## src/rtl/iter_ctrl_pkg.sv

```systemverilog
`default_nettype none
// =============================================================================
// Module   : iter_ctrl_pkg
// Brief    : State encoding and default sizing for the iteration sequencer.
// Revision : 1.0
// =============================================================================
package iter_ctrl_pkg;

    localparam int CNTW_DEFAULT    = 5;
    localparam int MAXITER_DEFAULT = 31;

    typedef enum logic [1:0] {
        IDLE = 2'd0,
        BUSY = 2'd1,
        DONE = 2'd2
    } iter_state_t;

endpackage
`default_nettype wire

```

## src/rtl/iter_cnt.sv

```systemverilog
`default_nettype none
// =============================================================================
// Module   : iter_cnt
// Brief    : Saturating down-counter with sync clear/load, enable and IsOne flag.
// Revision : 1.0
// =============================================================================
module iter_cnt #(
    parameter int CNTW = 5
) (
    input  logic            clk,
    input  logic            reset,
    input  logic            i_clr,
    input  logic            i_load,
    input  logic [CNTW-1:0] i_load_val,
    input  logic            i_en,
    output logic [CNTW-1:0] o_cnt,
    output logic            o_is_one
);

    logic [CNTW-1:0] r_cnt;

    // Clear outranks load; decrement stops at zero so the count never wraps.
    always_ff @(posedge clk or posedge reset) begin
        if (reset)
            r_cnt <= '0;
        else if (i_clr)
            r_cnt <= '0;
        else if (i_load)
            r_cnt <= i_load_val;
        else if (i_en && (r_cnt != '0))
            r_cnt <= r_cnt - CNTW'(1);
    end

    assign o_cnt    = r_cnt;
    assign o_is_one = (r_cnt == CNTW'(1));

endmodule
`default_nettype wire

```

## src/rtl/iter_ctrl.sv

```systemverilog
`default_nettype none
// =============================================================================
// Module   : iter_ctrl
// Brief    : Load-then-iterate sequencer; optional EarlyTerm port enabled by
//            defining ITER_CTRL_EARLY_TERM_EN.
// Revision : 1.0
// =============================================================================
module iter_ctrl
    import iter_ctrl_pkg::*;
#(
    parameter int CNTW    = CNTW_DEFAULT,
    parameter int MAXITER = MAXITER_DEFAULT
) (
    input  logic            clk,
    input  logic            reset,
    input  logic            Start,
    input  logic [CNTW-1:0] NumIter,
    input  logic            Stall,
    input  logic            Flush,
    input  logic            Ack,
`ifdef ITER_CTRL_EARLY_TERM_EN
    input  logic            EarlyTerm,
`endif
    output logic            Ready,
    output logic            Load,
    output logic            En,
    output logic            Busy,
    output logic            Done,
    output logic [CNTW-1:0] IterCnt
);

    iter_state_t     r_state;
    logic            w_accept;
    logic            w_en;
    logic            w_early;
    logic            w_clr;
    logic            w_is_one;
    logic [CNTW-1:0] w_load_val;

`ifdef ITER_CTRL_EARLY_TERM_EN
    assign w_early = EarlyTerm;
`else
    assign w_early = 1'b0;
`endif

    assign w_accept   = (r_state == IDLE) && Start && !Flush;
    assign w_en       = (r_state == BUSY) && !Stall && !Flush;
    assign w_clr      = Flush || (w_en && w_early);
    assign w_load_val = (NumIter > CNTW'(MAXITER)) ? CNTW'(MAXITER) : NumIter;

    iter_cnt #(
        .CNTW       (CNTW)
    ) u_cnt (
        .clk        (clk),
        .reset      (reset),
        .i_clr      (w_clr),
        .i_load     (w_accept),
        .i_load_val (w_load_val),
        .i_en       (w_en),
        .o_cnt      (IterCnt),
        .o_is_one   (w_is_one)
    );

    // Flush wins over every other transition, including Ack and EarlyTerm.
    always_ff @(posedge clk or posedge reset) begin
        if (reset)
            r_state <= IDLE;
        else if (Flush)
            r_state <= IDLE;
        else begin
            case (r_state)
                IDLE:    if (w_accept) r_state <= (w_load_val == '0) ? DONE : BUSY;
                BUSY:    if (w_en && (w_is_one || w_early)) r_state <= DONE;
                DONE:    if (Ack) r_state <= IDLE;
                default: r_state <= IDLE;
            endcase
        end
    end

    assign Ready = (r_state == IDLE) && !Flush;
    assign Load  = w_accept;
    assign En    = w_en;
    assign Busy  = (r_state == BUSY) || (r_state == DONE);
    assign Done  = (r_state == DONE);

endmodule
`default_nettype wire

```

## config.mk

```make
export PLATFORM = sky130hd
export DESIGN_NAME = iter_ctrl
export DESIGN_NICKNAME = d
export VERILOG_FILES = /design/src/rtl/iter_ctrl_pkg.sv /design/src/rtl/iter_cnt.sv /design/src/rtl/iter_ctrl.sv
export SDC_FILE = /design/constraint.sdc
export NUM_CORES = 1
export LEC_CHECK = 0
export ABC_AREA = 1
export CAP_MARGIN = 20
export CORE_MARGIN = 5
export CORE_UTILIZATION = 40
export CTS_CLUSTER_DIAMETER = 30
export DETAILED_ROUTE_END_ITERATION = 8
export PLACE_DENSITY = 0.71
export SLEW_MARGIN = 5
export SYNTH_ARGS = -nofsm -noshare
export SYNTH_HDL_FRONTEND = slang
export SYNTH_HIERARCHICAL = 1
export SYNTH_SLANG_ARGS = --single-unit
```

## constraint.sdc

```tcl
create_clock -name clk -period 3.7 [get_ports clk]
set_input_delay 0.555 -clock clk [delete_from_list [all_inputs] [get_ports clk]]
set_output_delay 0.555 -clock clk [all_outputs]
set_load 0.03 [all_outputs]
```

==> impl_metrics.prom, run 1 <==
# TYPE chip_impl_metric gauge
chip_impl_info{name="status",value="finished, final reports clean"} 1
chip_impl_metric{name="timing.critical_path.slowest_cell_delay",unit="ps"} 670
chip_impl_info{name="endpoint",value="Load"} 1
chip_impl_metric{name="pwr-share-seq",unit="%"} 22.5
chip_impl_metric{name="core_region_area",unit="um2"} 1524
chip_impl_info{name="setup_repair_after_global_routing_missed_its_margin",value="false"} 1
chip_impl_metric{name="via_per_inst",unit=""} 4.875
chip_impl_metric{name="synth.lib_cells_used.distinct",unit=""} 18
chip_impl_metric{name="floorplan.initialDensity",unit="%"} 42.45
chip_impl_metric{name="finalNetCount",unit=""} 137
chip_impl_info{name="worstPathCellList",value="clkdlybuf4s50_1 -> inv_2 -> nand2_1 -> nor2_1 -> buf_4 -> clkdlybuf4s50_1"} 1
chip_impl_info{name="crit_path_end_kind",value="output pin"} 1
chip_impl_metric{name="worst_setup_hold_path_clk_slew",unit="ps"} 50
chip_impl_metric{name="drtPass1Iterations",unit=""} 4
chip_impl_metric{name="vias",unit=""} 663
chip_impl_metric{name="hold_buffers",unit=""} 0
chip_impl_metric{name="fin_setup_tns",unit="ps"} 0
chip_impl_info{name="tritoncts",value="built"} 1
chip_impl_info{name="worstSetupStartpointType",value="primary input"} 1
chip_impl_metric{name="timing.reg2reg.setup_slack",unit="ps"} 2010
chip_impl_metric{name="die_area",unit="um2"} 2522
chip_impl_info{name="synth_flop_cell",value="sky130_fd_sc_hd__dfrtp_1"} 1
chip_impl_metric{name="crit_required",unit="ps"} 3140
chip_impl_metric{name="die_height",unit="um"} 50.22
chip_impl_metric{name="clock_latency_at_the_later_pin_of_the_worst_skew_pair",unit="ps"} 250
chip_impl_metric{name="synth_seq_area_share",unit="%"} 27.08
chip_impl_metric{name="cts_buffers",unit=""} 3
chip_impl_metric{name="synth_warnings",unit=""} 6
chip_impl_metric{name="critical_path_arrival",unit="ps"} 2250
chip_impl_metric{name="grt_start_max_net_pins",unit=""} 11
chip_impl_info{name="r2r-start",value="r_state[0]$_DFFE_PP0P_"} 1
chip_impl_metric{name="final-instance-count-excl-fill",unit=""} 136
chip_impl_metric{name="ant_nets",unit=""} 0
chip_impl_metric{name="top_level_ports",unit=""} 21
chip_impl_metric{name="ctsResizeCount",unit=""} 0
chip_impl_metric{name="power.ir.vdd_worst",unit="mV"} 0.3774
chip_impl_metric{name="fmaxAchievable",unit="MHz"} 356.6
chip_impl_metric{name="ys_ff_latch",unit=""} 7
chip_impl_metric{name="register_cell_area_after_layout",unit="um2"} 175.2
chip_impl_metric{name="power_density",unit="nW/um2"} 641.9
chip_impl_metric{name="route.detailed.drc",unit=""} 0
chip_impl_metric{name="layout_cell_share_with_drive_strength_beyond_1",unit="%"} 8.333
chip_impl_metric{name="syn-instance-count",unit=""} 101
chip_impl_info{name="crit_path_start",value="Flush"} 1
chip_impl_metric{name="core.rowCount",unit=""} 14
chip_impl_metric{name="stdcell_area",unit="um2"} 870.8
chip_impl_metric{name="post-cts-setup-buffers",unit=""} 0
chip_impl_metric{name="area_after_detailed_placement",unit="um2"} 844.6
chip_impl_metric{name="worst_r2r_path_depth",unit=""} 9
chip_impl_metric{name="cts.path.max_buffers",unit=""} 2
chip_impl_metric{name="cts_num_sinks",unit=""} 7
chip_impl_metric{name="fillCellCount",unit=""} 154
chip_impl_metric{name="antenna_cell_count",unit=""} 0
chip_impl_metric{name="clock_skew",unit="ps"} 3.600
chip_impl_metric{name="post_synth.cell_area_avg",unit="um2"} 6.405
chip_impl_info{name="timing.setup.critical_path_class",value="primary input to output pin"} 1
chip_impl_info{name="ctsRootBufferMaster",value="sky130_fd_sc_hd__clkbuf_4"} 1
chip_impl_metric{name="mappedNetlistArea",unit="um2"} 646.9
chip_impl_metric{name="overall_global_routing_usage",unit="%"} 13.79
chip_impl_metric{name="postSynth.asyncResetShare",unit="%"} 100.0
chip_impl_metric{name="fin_crit",unit="ps"} 2805
chip_impl_metric{name="power_switching_share",unit="%"} 48.76
chip_impl_metric{name="internal-power",unit="mW"} 0.2864
chip_impl_metric{name="wire_length_of_the_first_global_routing_pass",unit="mm"} 2.711
chip_impl_metric{name="max_cap_viol_count",unit=""} 0
chip_impl_metric{name="synth-edff-count",unit=""} 0
chip_impl_metric{name="place.detailed.instances",unit=""} 132
chip_impl_metric{name="multi_input_comb_area",unit="um2"} 377.9
chip_impl_metric{name="power.combinational.fraction",unit="%"} 65.6
chip_impl_info{name="critical-path-slowest-cell",value="sky130_fd_sc_hd__clkdlybuf4s50_1"} 1
chip_impl_metric{name="report.final.setup_viol",unit=""} 0
chip_impl_metric{name="gp_congestion",unit=""} 0.8125
chip_impl_metric{name="finalWirelength",unit="mm"} 1.505
chip_impl_metric{name="grt_antenna_before_repair",unit=""} 0
chip_impl_metric{name="avgRoutedWirePerCell",unit="um"} 11.07
chip_impl_metric{name="initialDrtViolationCount",unit=""} 13
chip_impl_metric{name="power.static_leakage",unit="nW"} 0.4469
chip_impl_metric{name="number_of_nets_in_the_synthesized_netlist",unit=""} 117
chip_impl_metric{name="cts_htree_levels",unit=""} 1
chip_impl_info{name="hold_path.class",value="primary input to async pin"} 1
chip_impl_metric{name="fp.dieW",unit="um"} 50.22
chip_impl_metric{name="dp_hpwl",unit="mm"} 1.250
chip_impl_metric{name="grt-ovfl-total",unit=""} 0
chip_impl_metric{name="io_buffer_count",unit=""} 20
chip_impl_metric{name="worst-path-max-fanout",unit=""} 10
chip_impl_metric{name="report.final.slew_viol_count",unit=""} 0
chip_impl_info{name="cpMostUsedCell",value="sky130_fd_sc_hd__clkdlybuf4s50_1"} 1
chip_impl_metric{name="hold_viol_final",unit=""} 0
chip_impl_metric{name="switchingPower",unit="mW"} 0.2726
chip_impl_metric{name="finalPower",unit="mW"} 0.5590
chip_impl_metric{name="relSlewSlack",unit="%"} 78.88
chip_impl_metric{name="tightest_slew",unit="ps"} 315.7
chip_impl_info{name="worstReg2RegEnd",value="u_cnt/o_cnt[1]$_DFFE_PP0P_"} 1
chip_impl_metric{name="grt_pass1_vias",unit=""} 638
chip_impl_metric{name="power.clock.fraction",unit="%"} 11.9
chip_impl_metric{name="period_share",unit="%"} 75.80
chip_impl_metric{name="syn_to_final_growth",unit="%"} 34.62
per-layer routing:
metal	track usage (%)	vias up	part of all wire, %
li1	-	350	-
met1	19.05	289	46
met2	19.87	21	45
met3	2.071	3	6.8
met4	8.734	0	1.9
met5	0	-	0
cells in the final DEF (no fill, tap or decap), types with 5 or more instances in the layout:
cell type,n
sky130_fd_sc_hd__nand2_1,37
sky130_fd_sc_hd__clkdlybuf4s50_1,20
sky130_fd_sc_hd__inv_1,14
sky130_fd_sc_hd__nand4_1,7
sky130_fd_sc_hd__nor2_1,7
sky130_fd_sc_hd__dfrtp_1,7
sky130_fd_sc_hd__nand3_1,5
sky130_fd_sc_hd__ha_1,5
kinds of logic (layout without fill, tap and decap cells):
| kind of cell | after synthesis | count (layout) | share of synthesized area (%) |
|---|---|---|---|
| AND/OR/NAND/NOR | 59 | 59 | 40.62 |
| flip-flops | 7 | 7 | 27.08 |
| AO/OA/AOI/OAI | 6 | 6 | 6.770 |
| buffers and inverters | 23 | 42 | 14.51 |
| XOR/XNOR | 1 | 1 | 1.354 |
| adder cells (fa/ha/maj) | 5 | 5 | 9.671 |
worst min-delay path by stage:
stage                                 from                     end  slack [ps]  cells after the start
finish                               reset  r_state[0]$_DFFE_PP0P_         490                      2
global route                         reset  r_state[0]$_DFFE_PP0P_         500                      2
CTS                                  reset  r_state[1]$_DFFE_PP0P_         470                      2
detailed placement  r_state[0]$_DFFE_PP0P_  r_state[0]$_DFFE_PP0P_         500                      2
global placement    r_state[0]$_DFFE_PP0P_  r_state[0]$_DFFE_PP0P_         500                      2
floorplan                            reset  r_state[0]$_DFFE_PP0P_         300                      1
power by group through the flow:
stage                     clock (mW)  combinational [mW]  sequential [mW]
final                         0.0663               0.367            0.126
after global routing          0.0730               0.411            0.132
after CTS                     0.0705               0.368            0.126
after detailed placement           0               0.366            0.127
after global placement             0               0.366            0.127
after floorplan                    0               0.229            0.152
metrics by stage:
step           setup slack, ps  util (%)  hold WS, ps
2_1_floorplan             1817         -        296.2
3_3_place_gp             946.7     55.42        496.9
3_5_place_dp             909.2     55.42        502.5
4_1_cts                  904.6     57.14        472.9
5_1_grt                  807.4     57.14        502.5
6_report                 895.5     57.14        489.7
state kept, by name (all words and copies together) (netlist names):
| name | flops |
|---|---|
| u_cnt/o_cnt | 5 |
| r_state | 2 |
worst max-delay path, delay by kind of cell:
kind	cells	cell delay (ps)
buf+inv	4	1460
simple gates	2	220
Yosys cell counts, types with 3 or more instances:
master                     instances  share of area (%)
sky130_fd_sc_hd__clkbuf_1          5                2.9
sky130_fd_sc_hd__dfrtp_1           7                 27
sky130_fd_sc_hd__ha_1              5                9.7
sky130_fd_sc_hd__inv_1            14                8.1
sky130_fd_sc_hd__inv_2             3                1.7
sky130_fd_sc_hd__nand2_1          37                 21
sky130_fd_sc_hd__nand3_1           5                3.9
sky130_fd_sc_hd__nand4_1           7                6.8
sky130_fd_sc_hd__nor2_1            7                4.1
sky130_fd_sc_hd__o21ai_0           3                2.3
cell type report:
type / instances / area share, %
Inverter: 17 / 7.328
Clock buffer: 4 / 3.017
Multi-Input combinational cell: 71 / 43.39
Sequential cell: 7 / 20.11
Tap cell: 16 / 2.299
Timing Repair Buffer: 21 / 23.85
Power figures use the tool's default switching activity.
==> run 2, diff against run 1 <==
--- a/config.mk
+++ b/config.mk
@@ -11,7 +11,7 @@
 export CORE_UTILIZATION = 40
 export CTS_CLUSTER_DIAMETER = 30
 export DETAILED_ROUTE_END_ITERATION = 8
-export PLACE_DENSITY = 0.71
+export PLACE_DENSITY = 0.74
 export SLEW_MARGIN = 5
 export SYNTH_ARGS = -nofsm -noshare
 export SYNTH_HDL_FRONTEND = slang
==> constraint.sdc (replaced) <==
create_clock -name clk -period 2.4 [get_ports clk]
set_input_delay 0.36 -clock clk [delete_from_list [all_inputs] [get_ports clk]]
set_output_delay 0.36 -clock clk [all_outputs]
set_load 0.03 [all_outputs]
==> impl_metrics.prom, run 2 (synthesis results as in run 1) <==
# TYPE chip_impl_metric gauge
chip_impl_metric{name="fillCellCount",unit=""} 156
chip_impl_metric{name="fp.dieW",unit="um"} 50.22
chip_impl_metric{name="cts_num_sinks",unit=""} 7
chip_impl_info{name="status",value="finished, final reports clean"} 1
chip_impl_metric{name="power.combinational.fraction",unit="%"} 65.9
chip_impl_metric{name="final_core_util",unit="%"} 56.81
chip_impl_metric{name="initialDrtViolationCount",unit=""} 16
chip_impl_metric{name="gp_congestion",unit=""} 0.7650
chip_impl_metric{name="antenna_cell_count",unit=""} 0
chip_impl_metric{name="post-place-ws",unit="ps"} 200.8
chip_impl_metric{name="overall_global_routing_usage",unit="%"} 12.63
chip_impl_metric{name="floorplan.initialDensity",unit="%"} 42.45
chip_impl_metric{name="core_region_area",unit="um2"} 1524
chip_impl_metric{name="power.ir.vdd_worst",unit="mV"} 0.5417
chip_impl_metric{name="syn_to_final_growth",unit="%"} 33.85
chip_impl_metric{name="multi_input_comb_area",unit="um2"} 377.9
chip_impl_info{name="ctsRootBufferMaster",value="sky130_fd_sc_hd__clkbuf_4"} 1
chip_impl_metric{name="relSlewSlack",unit="%"} 78.30
chip_impl_info{name="final_cell_mix",value="sky130_fd_sc_hd__nand2_1, sky130_fd_sc_hd__clkdlybuf4s50_1, sky130_fd_sc_hd__inv_1"} 1
chip_impl_metric{name="io_buffer_count",unit=""} 20
chip_impl_metric{name="power.clock.fraction",unit="%"} 11.4
chip_impl_metric{name="finalWirelength",unit="mm"} 1.503
chip_impl_metric{name="register_cell_area_after_layout",unit="um2"} 175.2
chip_impl_metric{name="report.final.setup_viol",unit=""} 0
chip_impl_metric{name="fin_setup_tns",unit="ps"} 0
chip_impl_metric{name="hold_buffers",unit=""} 0
chip_impl_metric{name="clock_latency_at_the_later_pin_of_the_worst_skew_pair",unit="ps"} 240
chip_impl_metric{name="cts_htree_levels",unit=""} 1
chip_impl_metric{name="grt_antenna_before_repair",unit=""} 0
chip_impl_metric{name="core.rowCount",unit=""} 14
chip_impl_metric{name="ctsResizeCount",unit=""} 0
chip_impl_metric{name="max_cap_viol_count",unit=""} 0
chip_impl_info{name="crit_path_end_kind",value="output pin"} 1
chip_impl_metric{name="drtPass1Iterations",unit=""} 4
chip_impl_metric{name="critical_path_arrival",unit="ps"} 1840
chip_impl_metric{name="tightest_slew",unit="ps"} 324.5
chip_impl_metric{name="timing.final.ws_setup",unit="ps"} 199.2
chip_impl_metric{name="internal-power",unit="mW"} 0.4398
chip_impl_metric{name="vias",unit=""} 668
chip_impl_metric{name="crit_required",unit="ps"} 2040
chip_impl_info{name="layout.cells.most_common",value="sky130_fd_sc_hd__nand2_1"} 1
chip_impl_metric{name="report.final.slew_viol_count",unit=""} 0
chip_impl_metric{name="cts_buffers",unit=""} 3
chip_impl_metric{name="final-instance-count-excl-fill",unit=""} 136
chip_impl_metric{name="fin_crit",unit="ps"} 2201
chip_impl_metric{name="cts.path.max_buffers",unit=""} 2
chip_impl_metric{name="die_area",unit="um2"} 2522
chip_impl_metric{name="grt_pass1_vias",unit=""} 626
chip_impl_metric{name="worst_r2r_path_depth",unit=""} 8
chip_impl_metric{name="die_height",unit="um"} 50.22
chip_impl_metric{name="dp_hpwl",unit="mm"} 1.256
chip_impl_metric{name="hold_viol_final",unit=""} 0
chip_impl_info{name="timing.setup.critical_path_class",value="primary input to output pin"} 1
chip_impl_info{name="hold_path.class",value="primary input to async pin"} 1
chip_impl_info{name="setup_repair_after_global_routing_missed_its_margin",value="false"} 1
chip_impl_metric{name="wire_length_of_the_first_global_routing_pass",unit="mm"} 2.532
chip_impl_metric{name="ant_nets",unit=""} 0
chip_impl_metric{name="worst-path-max-fanout",unit=""} 7
chip_impl_metric{name="avgRoutedWirePerCell",unit="um"} 11.05
chip_impl_metric{name="fmaxAchievable",unit="MHz"} 454.4
chip_impl_metric{name="worst_setup_hold_path_clk_slew",unit="ps"} 50
chip_impl_metric{name="place.detailed.instances",unit=""} 132
chip_impl_info{name="worstSetupStartpointType",value="primary input"} 1
chip_impl_metric{name="clock_skew",unit="ps"} 0.7134
chip_impl_metric{name="pwr-share-seq",unit="%"} 22.6
chip_impl_metric{name="post-cts-setup-buffers",unit=""} 0
chip_impl_metric{name="power_switching_share",unit="%"} 48.72
chip_impl_metric{name="top_level_ports",unit=""} 21
chip_impl_info{name="tritoncts",value="built"} 1
chip_impl_metric{name="largest_reg_flops",unit=""} 5
chip_impl_metric{name="grt_start_max_net_pins",unit=""} 9
chip_impl_metric{name="finalNetCount",unit=""} 137
chip_impl_metric{name="grt-ovfl-total",unit=""} 0
chip_impl_metric{name="route.detailed.drc",unit=""} 0
chip_impl_metric{name="period_share",unit="%"} 91.70
chip_impl_metric{name="switchingPower",unit="mW"} 0.4178
chip_impl_metric{name="power_density",unit="nW/um2"} 990.5
chip_impl_metric{name="holdWs",unit="ps"} 293.2
chip_impl_metric{name="power.static_leakage",unit="nW"} 0.4505
chip_impl_metric{name="via_per_inst",unit=""} 4.912
chip_impl_metric{name="layout_cell_share_with_drive_strength_beyond_1",unit="%"} 10.00
-- run 2: per-layer routing --
layer  global-route usage, %  part of all wire (%)  vias to the layer above  routed length, um
met5                       0                     0                        -                  0
met4                   5.240                     0                        0                  0
met1                   15.57                    45                      302                683
met3                   3.550                   6.7                        0                100
met2                   20.50                    48                       14                719
li1                        -                     -                      352                  -
-- run 2: power by group through the flow --
stage          logic, mW  clock network, mW  registers, mW
2_1_floorplan      0.353                  0          0.234
3_3_place_gp       0.553                  0          0.194
3_5_place_dp       0.567                  0          0.196
4_1_cts            0.570              0.104          0.194
5_1_grt            0.626              0.111          0.202
6_report           0.565             0.0981          0.194
-- run 2: final timing paths --
path	slack [ps]	start	end
worst max-delay path	200	Flush	Ready
worst min-delay path	290	reset	r_state[1]$_DFFE_PP0P_
worst max register to register	820	r_state[0]$_DFFE_PP0P_	u_cnt/o_cnt[1]$_DFFE_PP0P_
worst min register to register	500	r_state[1]$_DFFE_PP0P_	r_state[1]$_DFFE_PP0P_
max in group asynchronous	1910	reset	u_cnt/o_cnt[3]$_DFFE_PP0P_
min in group clk	500	r_state[1]$_DFFE_PP0P_	r_state[1]$_DFFE_PP0P_
-- run 2: stage by stage --
step           area [um2]  total power, mW
6_report            865.8           0.8576
5_1_grt             865.8           0.9393
3_3_place_gp        839.6           0.7467
2_1_floorplan       646.9           0.5873
4_1_cts             865.8           0.8690
3_5_place_dp        839.6           0.7630
-- run 2: layout make-up --
| class | instances | share of cell area, % |
|---|---|---|
| Timing Repair Buffer | 21 | 23.41 |
| Multi-Input combinational cell | 71 | 43.64 |
| Sequential cell | 7 | 20.23 |
| Inverter | 17 | 7.370 |
| Tap cell | 16 | 2.312 |
| Clock buffer | 4 | 3.035 |
-- run 2: critical path, stage by stage --
cell                              delay (ps)
sky130_fd_sc_hd__clkdlybuf4s50_1         500
sky130_fd_sc_hd__inv_2                   150
sky130_fd_sc_hd__nand2_1                 110
sky130_fd_sc_hd__inv_2                    70
sky130_fd_sc_hd__clkdlybuf4s50_1         660
